===== config.mk =====
export PLATFORM = sky130hd
export DESIGN_NAME = oh_gpio_ctrl_flat
export DESIGN_NICKNAME = d
export VERILOG_FILES = /design/src/rtl/oh_gpio_ctrl_if.sv /design/src/rtl/oh_gpio_ctrl.sv /design/src/flat_wrapper.sv
export SDC_FILE = /design/constraint.sdc
export NUM_CORES = 1
export LEC_CHECK = 0
export CAP_MARGIN = 10
export CORE_MARGIN = 10
export CORE_UTILIZATION = 30
export CTS_CLUSTER_DIAMETER = 120
export DETAILED_ROUTE_END_ITERATION = 7
export HOLD_SLACK_MARGIN = 0.03
export PLACE_DENSITY_LB_ADDON = 0.3
export SKIP_LAST_GASP = 1
export SYNTH_ARGS = -nofsm -noshare
export SYNTH_HDL_FRONTEND = slang
export SYNTH_SLANG_ARGS = --single-unit

===== constraint.sdc =====
create_clock -name clk -period 5.2 [get_ports clk]
set_input_delay 0.78 -clock clk [delete_from_list [all_inputs] [get_ports clk]]
set_output_delay 0.78 -clock clk [all_outputs]
set_load 0.1 [all_outputs]

===== src/rtl/oh_gpio_ctrl_if.sv =====
// Register bus between the SoC fabric and one GPIO ring controller.
// Single-cycle strobe, read data returned one cycle later; no stall signal.
interface oh_gpio_ctrl_if #(
    parameter int AW = 5
);
    logic          reg_access;
    logic          reg_write;
    logic [AW-1:0] reg_addr;
    logic [31:0]   reg_wdata;
    logic [31:0]   reg_rdata;

    modport master (
        output reg_access, reg_write, reg_addr, reg_wdata,
        input  reg_rdata
    );

    modport slave (
        input  reg_access, reg_write, reg_addr, reg_wdata,
        output reg_rdata
    );
endinterface


===== src/rtl/oh_gpio_ctrl.sv =====
// GPIO pad-ring controller: pad drive/config registers, 2-flop input sync, maskable edge/level IRQ.
// Writes land at the sampling edge, read data one cycle after the strobe; accepts a transaction every cycle.
module oh_gpio_ctrl #(
    parameter int NGPIO = 8,
    parameter int AW    = 5
) (
    input  logic               clk,
    input  logic               reset,
    oh_gpio_ctrl_if.slave      bus,
    output logic [NGPIO-1:0]   gpio_dout,
    output logic [NGPIO-1:0]   gpio_oen,
    output logic [NGPIO-1:0]   gpio_ie,
    output logic [NGPIO*8-1:0] gpio_cfg,
    input  logic [NGPIO-1:0]   gpio_din,
    output logic               irq
);
    localparam int NCFGW = (NGPIO + 3) / 4;
    localparam int CFGPW = NCFGW * 32;

    localparam logic [31:0] A_OUT    = 32'd0;
    localparam logic [31:0] A_OEN    = 32'd1;
    localparam logic [31:0] A_IE     = 32'd2;
    localparam logic [31:0] A_IN     = 32'd3;
    localparam logic [31:0] A_IMASK  = 32'd4;
    localparam logic [31:0] A_ITYPE  = 32'd5;
    localparam logic [31:0] A_IPOL   = 32'd6;
    localparam logic [31:0] A_ISTAT  = 32'd7;
    localparam logic [31:0] A_OUTSET = 32'd8;
    localparam logic [31:0] A_OUTCLR = 32'd9;
    localparam logic [31:0] A_OUTTGL = 32'd10;
    localparam logic [31:0] A_CFG    = 32'd16;

    logic [NGPIO-1:0]   out_q, out_d;
    logic [NGPIO-1:0]   oen_q, oen_d;
    logic [NGPIO-1:0]   ie_q, ie_d;
    logic [NGPIO-1:0]   imask_q, imask_d;
    logic [NGPIO-1:0]   itype_q, itype_d;
    logic [NGPIO-1:0]   ipol_q, ipol_d;
    logic [NGPIO-1:0]   istat_q, istat_d;
    logic [NGPIO*8-1:0] cfg_q, cfg_d;
    logic [NGPIO-1:0]   s1_q, s2_q, s3_q;
    logic [31:0]        rdata_q, rdata_d;

    logic [AW-1:0]      addr_w;
    logic [31:0]        addr;
    logic               wr_en;
    logic               rd_en;
    logic [NGPIO-1:0]   wv;
    logic [NGPIO-1:0]   istat_clr;
    logic [NGPIO-1:0]   irq_cond;
    logic [CFGPW-1:0]   cfg_pad;

    function automatic logic [31:0] ext(input logic [NGPIO-1:0] v);
        return 32'(v);
    endfunction

    assign addr_w = bus.reg_addr;
    assign addr   = 32'(addr_w);
    assign wr_en  = bus.reg_access & bus.reg_write;
    assign rd_en  = bus.reg_access & ~bus.reg_write;
    assign wv     = bus.reg_wdata[NGPIO-1:0];

    // Edge terms compare synchronized s2 against its one-cycle-old copy s3.
    assign irq_cond = ( itype_q & ((ipol_q & s2_q & ~s3_q) | (~ipol_q & ~s2_q & s3_q)))
                    | (~itype_q & ((ipol_q & s2_q) | (~ipol_q & ~s2_q)));

    always_comb begin
        cfg_pad                = '0;
        cfg_pad[NGPIO*8-1:0]   = cfg_q;
    end

    always_comb begin
        out_d     = out_q;
        oen_d     = oen_q;
        ie_d      = ie_q;
        imask_d   = imask_q;
        itype_d   = itype_q;
        ipol_d    = ipol_q;
        cfg_d     = cfg_q;
        istat_clr = '0;
        if (wr_en) begin
            case (addr)
                A_OUT:    out_d     = wv;
                A_OEN:    oen_d     = wv;
                A_IE:     ie_d      = wv;
                A_IMASK:  imask_d   = wv;
                A_ITYPE:  itype_d   = wv;
                A_IPOL:   ipol_d    = wv;
                A_ISTAT:  istat_clr = wv;
                A_OUTSET: out_d     = out_q | wv;
                A_OUTCLR: out_d     = out_q & ~wv;
                A_OUTTGL: out_d     = out_q ^ wv;
                default: ;
            endcase
            for (int p = 0; p < NGPIO; p++) begin
                if (addr == A_CFG + 32'(p / 4))
                    cfg_d[p*8 +: 8] = bus.reg_wdata[(p % 4)*8 +: 8];
            end
        end
        // A new condition outranks a same-cycle write-1-to-clear.
        istat_d = (istat_q & ~istat_clr) | irq_cond;
    end

    always_comb begin
        rdata_d = rdata_q;
        if (rd_en) begin
            case (addr)
                A_OUT:   rdata_d = ext(out_q);
                A_OEN:   rdata_d = ext(oen_q);
                A_IE:    rdata_d = ext(ie_q);
                A_IN:    rdata_d = ext(s2_q);
                A_IMASK: rdata_d = ext(imask_q);
                A_ITYPE: rdata_d = ext(itype_q);
                A_IPOL:  rdata_d = ext(ipol_q);
                A_ISTAT: rdata_d = ext(istat_q);
                default: rdata_d = '0;
            endcase
            for (int k = 0; k < NCFGW; k++) begin
                if (addr == A_CFG + 32'(k))
                    rdata_d = cfg_pad[k*32 +: 32];
            end
        end
    end

    always_ff @(posedge clk or posedge reset) begin
        if (reset) begin
            out_q   <= '0;
            oen_q   <= '1;
            ie_q    <= '0;
            imask_q <= '0;
            itype_q <= '0;
            ipol_q  <= '0;
            istat_q <= '0;
            cfg_q   <= '0;
            s1_q    <= '0;
            s2_q    <= '0;
            s3_q    <= '0;
            rdata_q <= '0;
        end else begin
            out_q   <= out_d;
            oen_q   <= oen_d;
            ie_q    <= ie_d;
            imask_q <= imask_d;
            itype_q <= itype_d;
            ipol_q  <= ipol_d;
            istat_q <= istat_d;
            cfg_q   <= cfg_d;
            s1_q    <= gpio_din;
            s2_q    <= s1_q;
            s3_q    <= s2_q;
            rdata_q <= rdata_d;
        end
    end

    assign gpio_dout     = out_q;
    assign gpio_oen      = oen_q;
    assign gpio_ie       = ie_q;
    assign gpio_cfg      = cfg_q;
    assign bus.reg_rdata = rdata_q;
    assign irq           = |(istat_q & imask_q);
endmodule

===== src/flat_wrapper.sv =====
// flat-port wrapper written by rule: the top's interface ports become plain ports
module oh_gpio_ctrl_flat 
#(
    parameter int NGPIO = 8,
    parameter int AW    = 5
)
  (clk, reset, gpio_dout, gpio_oen, gpio_ie, gpio_cfg, gpio_din, irq, bus_reg_access, bus_reg_write, bus_reg_addr, bus_reg_wdata, bus_reg_rdata);
  oh_gpio_ctrl_if #(.AW(AW)) bus_i ();
  input  logic clk;
  input  logic reset;
  output logic [NGPIO-1:0] gpio_dout;
  output logic [NGPIO-1:0] gpio_oen;
  output logic [NGPIO-1:0] gpio_ie;
  output logic [NGPIO*8-1:0] gpio_cfg;
  input  logic [NGPIO-1:0] gpio_din;
  output logic irq;
  input wire logic [$bits(bus_i.reg_access)-1:0] bus_reg_access;
  input wire logic [$bits(bus_i.reg_write)-1:0] bus_reg_write;
  input wire logic [$bits(bus_i.reg_addr)-1:0] bus_reg_addr;
  input wire logic [$bits(bus_i.reg_wdata)-1:0] bus_reg_wdata;
  output wire logic [$bits(bus_i.reg_rdata)-1:0] bus_reg_rdata;
  assign bus_i.reg_access = bus_reg_access;
  assign bus_i.reg_write = bus_reg_write;
  assign bus_i.reg_addr = bus_reg_addr;
  assign bus_i.reg_wdata = bus_reg_wdata;
  assign bus_reg_rdata = bus_i.reg_rdata;
  oh_gpio_ctrl #(.NGPIO(NGPIO), .AW(AW)) u_core (.clk(clk), .reset(reset), .bus(bus_i), .gpio_dout(gpio_dout), .gpio_oen(gpio_oen), .gpio_ie(gpio_ie), .gpio_cfg(gpio_cfg), .gpio_din(gpio_din), .irq(irq));
endmodule

Word-level counts from Yosys, hierarchy flattened
Cells that the tools add are included.
W data, S select, Z words.
Operators by class
  div/mod/pow operators: 0
  order comparisons: 0
  multiply operators: 0
  add/subtract/negate cells: 0
  equal/unequal tests: 12
  reduce and logical (&&, ||, !) cells: 11
  mux-type cells: 6
  shift operators: 0
  bitwise logic cells: 24
Operator list (count)
  $and A8 B8 Y8: 9
  $mux W32: 2
  $pmux W8 S8: 1
  $not A8 Y8: 6
  $or A8 B8 Y8: 5
  $logic_not A32 Y1: 1
  $pmux W8 S4: 1
  $eq A5 B3 Y1 const B: 4
  $mux W8: 2
  $reduce_and A2 Y1: 8
  $eq A5 B4 Y1 const B: 3
  $eq A5 B2 Y1 const B: 2
  $eq A5 B5 Y1 const B: 2
  $reduce_or A8 Y1: 1
  $xor A8 B8 Y8: 1
  $eq A5 B1 Y1 const B: 1
  $reduce_bool A4 Y1: 1
  $and A1 B1 Y1: 2
  $not A1 Y1: 1
Storage, ports and cells
  bits in registers: 176
  input bits: 49
  memories: 0
  bits in latches: 0
  RAM bits: 0
  word-level logic and storage cells: 66
  memory bits (read-only): 0
  output and inout port bits: 121

Longest topological paths before layout
  depth in word-level cells: 7
  mapped depth: 8
  depth with buffers taken out: 7

Least setup slack after synthesis
No wires, ideal clock.
  path kind: in2reg
  from: input bus_reg_addr[4]
  to: register u_core.cfg_q[15], in the netlist u_core.gpio_cfg[15]
  library setup time: 0.126 ns
  arrival: 2.125 ns
  required time: 5.074 ns
  setup slack: 2.949 ns
  stages: 8
  buffers on the path: 4
  cell sequence: buf_4 > nor2b_1 > and3_1 > buf_2 > nor2b_4 > buf_6 > buf_6 > mux2_2
Between the ends
  cells in the longest elaborated chain, start to end: 2
Ends and longest elaborated chain
  from (decl): RTL line flat_wrapper.sv:19  | input wire logic [$bits(bus_i.reg_addr)-1:0] bus_reg_addr;
  $eq A5 B5 Y1: RTL line oh_gpio_ctrl.sv:96  | if (addr == A_CFG + 32'(p / 4))
  $reduce_and A2 Y1 (no source line)
  to (signal assigned): RTL line oh_gpio_ctrl.sv:147  | cfg_q <= cfg_d;
  to (decl): RTL line oh_gpio_ctrl.sv:40  | logic [NGPIO*8-1:0] cfg_q, cfg_d;
Every way passes these cells.
A chain may end at the register's enable or synchronous reset.

Worst setup path after layout
  from: input bus_reg_addr[3]
  to: register u_core.cfg_q[46], in the netlist u_core.gpio_cfg[46]
The elaborated chain is that of the path after synthesis.

==> metrics.md <==
| Metric | Value |
|---|---|
| Gates resized, CTS repair | `0` |
| Clk slew on worst S/H paths | `0.07 ns` |
| Sw Pwr | `0.00197 W` |
| Synth cell count leaders | `dfrtp_1 (168), nand2_1 (69), mux2_2 (62), nor2_1 (62), o21ai_0 (61)` |
| Hold Startpoint | `u_core.s1_q[0]$_DFF_PP0_` |
| Pleak | `4.57 nW` |
| Number of synthesized register bits | `176` |
| Clock skew | `0.00890 ns` |
| Chip width | `185 µm` |
| Max-slew violation count | `0` |
| Hold EP | `u_core.s2_q[0]$_DFF_PP0_` |
| Reg2Reg Setup Slack | `3.63 ns` |
| Slew @ Worst Pin | `1.10 ns` |
| Synth Instances | `709` |
| DRC viols | `0` |
| Number of synthesized flops with an enable pin | `0` |
| Initial drt markers | `454` |
| Largest net degree at the start of global routing | `177` |
| Vias after detailed routing | `6121` |
| CTS sink count | `176` |
| Syn nets | `790` |
| Core Area | `0.0269 mm²` |
| Area leader, netlist | `dfrtp_1` |
| VDD IR max | `247 µV` |
| CTS Buf Count | `17` |
| Worst-path cell chain | `clkdlybuf4s50_1 -> nor2_2 -> nand3_1 -> nor2_4 -> mux2_2` |
| Logic gate share of total power | `35.3%` |
| Internal | `0.00268 W` |
| HPWL after DPL | `18.6 mm` |
| Number of global-route vias before repair | `6211` |
| Max-Slew Margin vs Limit | `26.3%` |
| CTS Hold Bufs | `0` |
| CTS tree | `built` |
| Vias per cell | `5.03` |
| Top FF cell, synth | `dfrtp_1` |
| CP required | `5.52 ns` |
| Total track usage | `15.1%` |
| Unrepaired setup endpoints after global routing | `no` |
| Routed wire length | `25.9 mm` |
| Most frequent cell after synthesis | `dfrtp_1` |
| Total negative slack | `0 ns` |
| CP max stage cell | `nor2_4` |
| Arrival @ worst endpoint | `3.64 ns` |
| Ys async rst share | `100%` |
| Crit-path max cell delay | `0.90 ns` |
| Top Ports | `170` |
| Register area share after synthesis | `54.1%` |
| Detailed Routing Iterations Pass 1 | `5` |
| Clock Path Buffers | `2` |
| Hold depth | `0` |
| Crit path time final | `3.32 ns` |
| Period utilisation layout | `63.9%` |
| Clock Power Share | `28.5%` |
| FF-to-FF Start | `u_core.gpio_dout[6]$_DFFE_PP0P_` |
| Type of origin of the critical path | `input pin` |
| First-pass GRT wire length | `39.3 mm` |
| Critical Path Fanout Max | `32` |
| Overall die area | `0.0342 mm²` |
| Routability cong. | `0.794` |
| Total of max-cap violations | `0` |
| Reg2reg path depth | `5` |
| Pwr/cell area | `433 mW/mm²` |
| Clock root buffer master | `clkbuf_16` |
| Syn. warnings | `0` |
| Max H-tree Level | `4` |
| Outcome | `finished, final reports clean` |
| Crit path kind | `input pin to flip-flop` |
| Clk_lat worst skew | `0.43 ns` |
| Worst hold path type | `flip-flop to flip-flop` |
| Final setup viols | `0` |
| Critical R2R Capture | `u_core.bus.reg_rdata[6]$_DFFE_PP0P_` |
| Starting Density | `30.4%` |
| Top cells by area, synth | `dfrtp_1 (51%), mux2_2 (8.5%), ha_1 (4.9%)` |
| # rows | `60` |
| PortBufs | `169` |
| Layout cells sized above 1 | `15.9%` |
| Worst path bufs/invs | `1` |
| Final Hold Fails | `0` |
| GRT overflow | `0` |
| Switching portion of total power | `42.3%` |
| Fillers | `2604` |
| Nets@finish | `943` |
| Fmax | `301 MHz` |
| Critical path capture point type | `flip-flop` |
| Hold Slack | `0.350 ns` |
| Initial antenna violation count | `0` |
| Cell variety after synth | `51` |
| Design Power | `0.00465 W` |
| Crit path max-delay family | `simple AND/OR/NAND/NOR gates` |
| Power share of the sequential group | `36.2%` |
| Synth top area share | `51.5%` |
| Routed len/inst | `21.3 µm` |
| Antenna Nets Post-Route | `0` |
| Post-CTS Setup Bufs | `0` |
| Area of the mapped netlist | `0.00817 mm²` |
| Die height | `185 µm` |
| Synthesis-to-layout area growth | `31.4%` |
| Syn Area/Cell | `11.5 µm²` |
==> worst register-to-register path, delay by kind of cell (launching register included) <==
kind / cells / cell delay, ns
flops: 1 / 0.43
compound gates: 4 / 0.69
mux: 1 / 0.33
==> through the flow <==
stage | cell area (µm²) | util (%) | instances | setup slack [ns]
CTS | 10700 | 39.9 | 1215 | 1.89
finish | 10700 | 39.9 | 1218 | 1.88
global placement | 10100 | 37.6 | 1183 | 1.47
detailed placement | 10100 | 37.6 | 1183 | 1.43
floorplan | 8170 | - | 709 | 2.17
global route | 10700 | 39.9 | 1216 | 1.65
==> worst max-delay path by stage <==
stage	slack, ns	cells after the start	start	to
floorplan	2.17	1	reset	u_core.bus.reg_rdata[0]$_DFFE_PP0P_
global placement	1.47	7	bus_reg_addr[3]	u_core.gpio_cfg[3]$_DFFE_PP0P_
detailed placement	1.43	7	bus_reg_addr[3]	u_core.gpio_cfg[17]$_DFFE_PP0P_
CTS	1.89	7	bus_reg_addr[3]	u_core.gpio_cfg[17]$_DFFE_PP0P_
global route	1.65	5	bus_reg_addr[3]	u_core.gpio_cfg[34]$_DFFE_PP0P_
finish	1.88	5	bus_reg_addr[3]	u_core.gpio_cfg[46]$_DFFE_PP0P_
==> cell usage in the layout (no fill, tap or decap), drive strengths merged, types with 19 or more instances in the layout <==
cell type      synthesis  layout
o21ai                 64      64
clkdlybuf4s50          0     169
mux2                  81      81
nand2                 69      69
a221oi                24      24
dfrtp                168     168
clkbuf                22      19
nor2                  64      64
inv                   34      39
ha                    32      32
==> cell families after synthesis <==
logic type	share of synthesized area [%]
DFF	54.1
muxes	12.1
and+or+nand+nor	10.0
buffers and inverters	4.73
AOI/OAI and AO/OA	14.2
adders and majority gates	4.90
==> power groups by stage <==
stage | sequential (W) | combinational [W] | clock, W
2_1_floorplan | 0.00259 | 0.000315 | 0
3_3_place_gp | 0.00171 | 0.00164 | 0
3_5_place_dp | 0.00171 | 0.00165 | 0
4_1_cts | 0.00169 | 0.00166 | 0.00135
5_1_grt | 0.00171 | 0.00171 | 0.00141
6_report | 0.00169 | 0.00164 | 0.00132
==> flip-flops by register name, summed over array words and instances, names as in the netlist <==
name and cells:
u_core.bus.reg_rdata 32, u_core.istat_q 8, u_core.itype_q 8, u_core.s2_q 8, u_core.imask_q 8, u_core.ipol_q 8
u_core.gpio_oen 8, u_core.gpio_ie 8, u_core.gpio_cfg 64, u_core.s3_q 8, u_core.gpio_dout 8, u_core.s1_q 8
==> final cells by class <==
| class | instances | area, µm² | share of cell area, % |
|---|---|---|---|
| timing repair buffer | 177 | 1780 | 16.6 |
| clock buffer | 19 | 453 | 4.22 |
| clock inverter | 13 | 149 | 1.39 |
| sequential | 176 | 4410 | 41.1 |
| tap | 341 | 427 | 3.98 |
| multi-input combinational | 456 | 3370 | 31.4 |
| antenna | 2 | 5.00 | 0.0466 |
| inverter | 34 | 131 | 1.22 |
==> per-layer routing <==
layer	track usage (%)	up-vias	wire (µm)
li1	-	2832	-
met1	18.8	3091	11100
met2	25.6	174	13300
met3	3.17	24	1200
met4	4.68	0	360
met5	0	-	0
No activity file was read; power rests on OpenSTA's default activity.
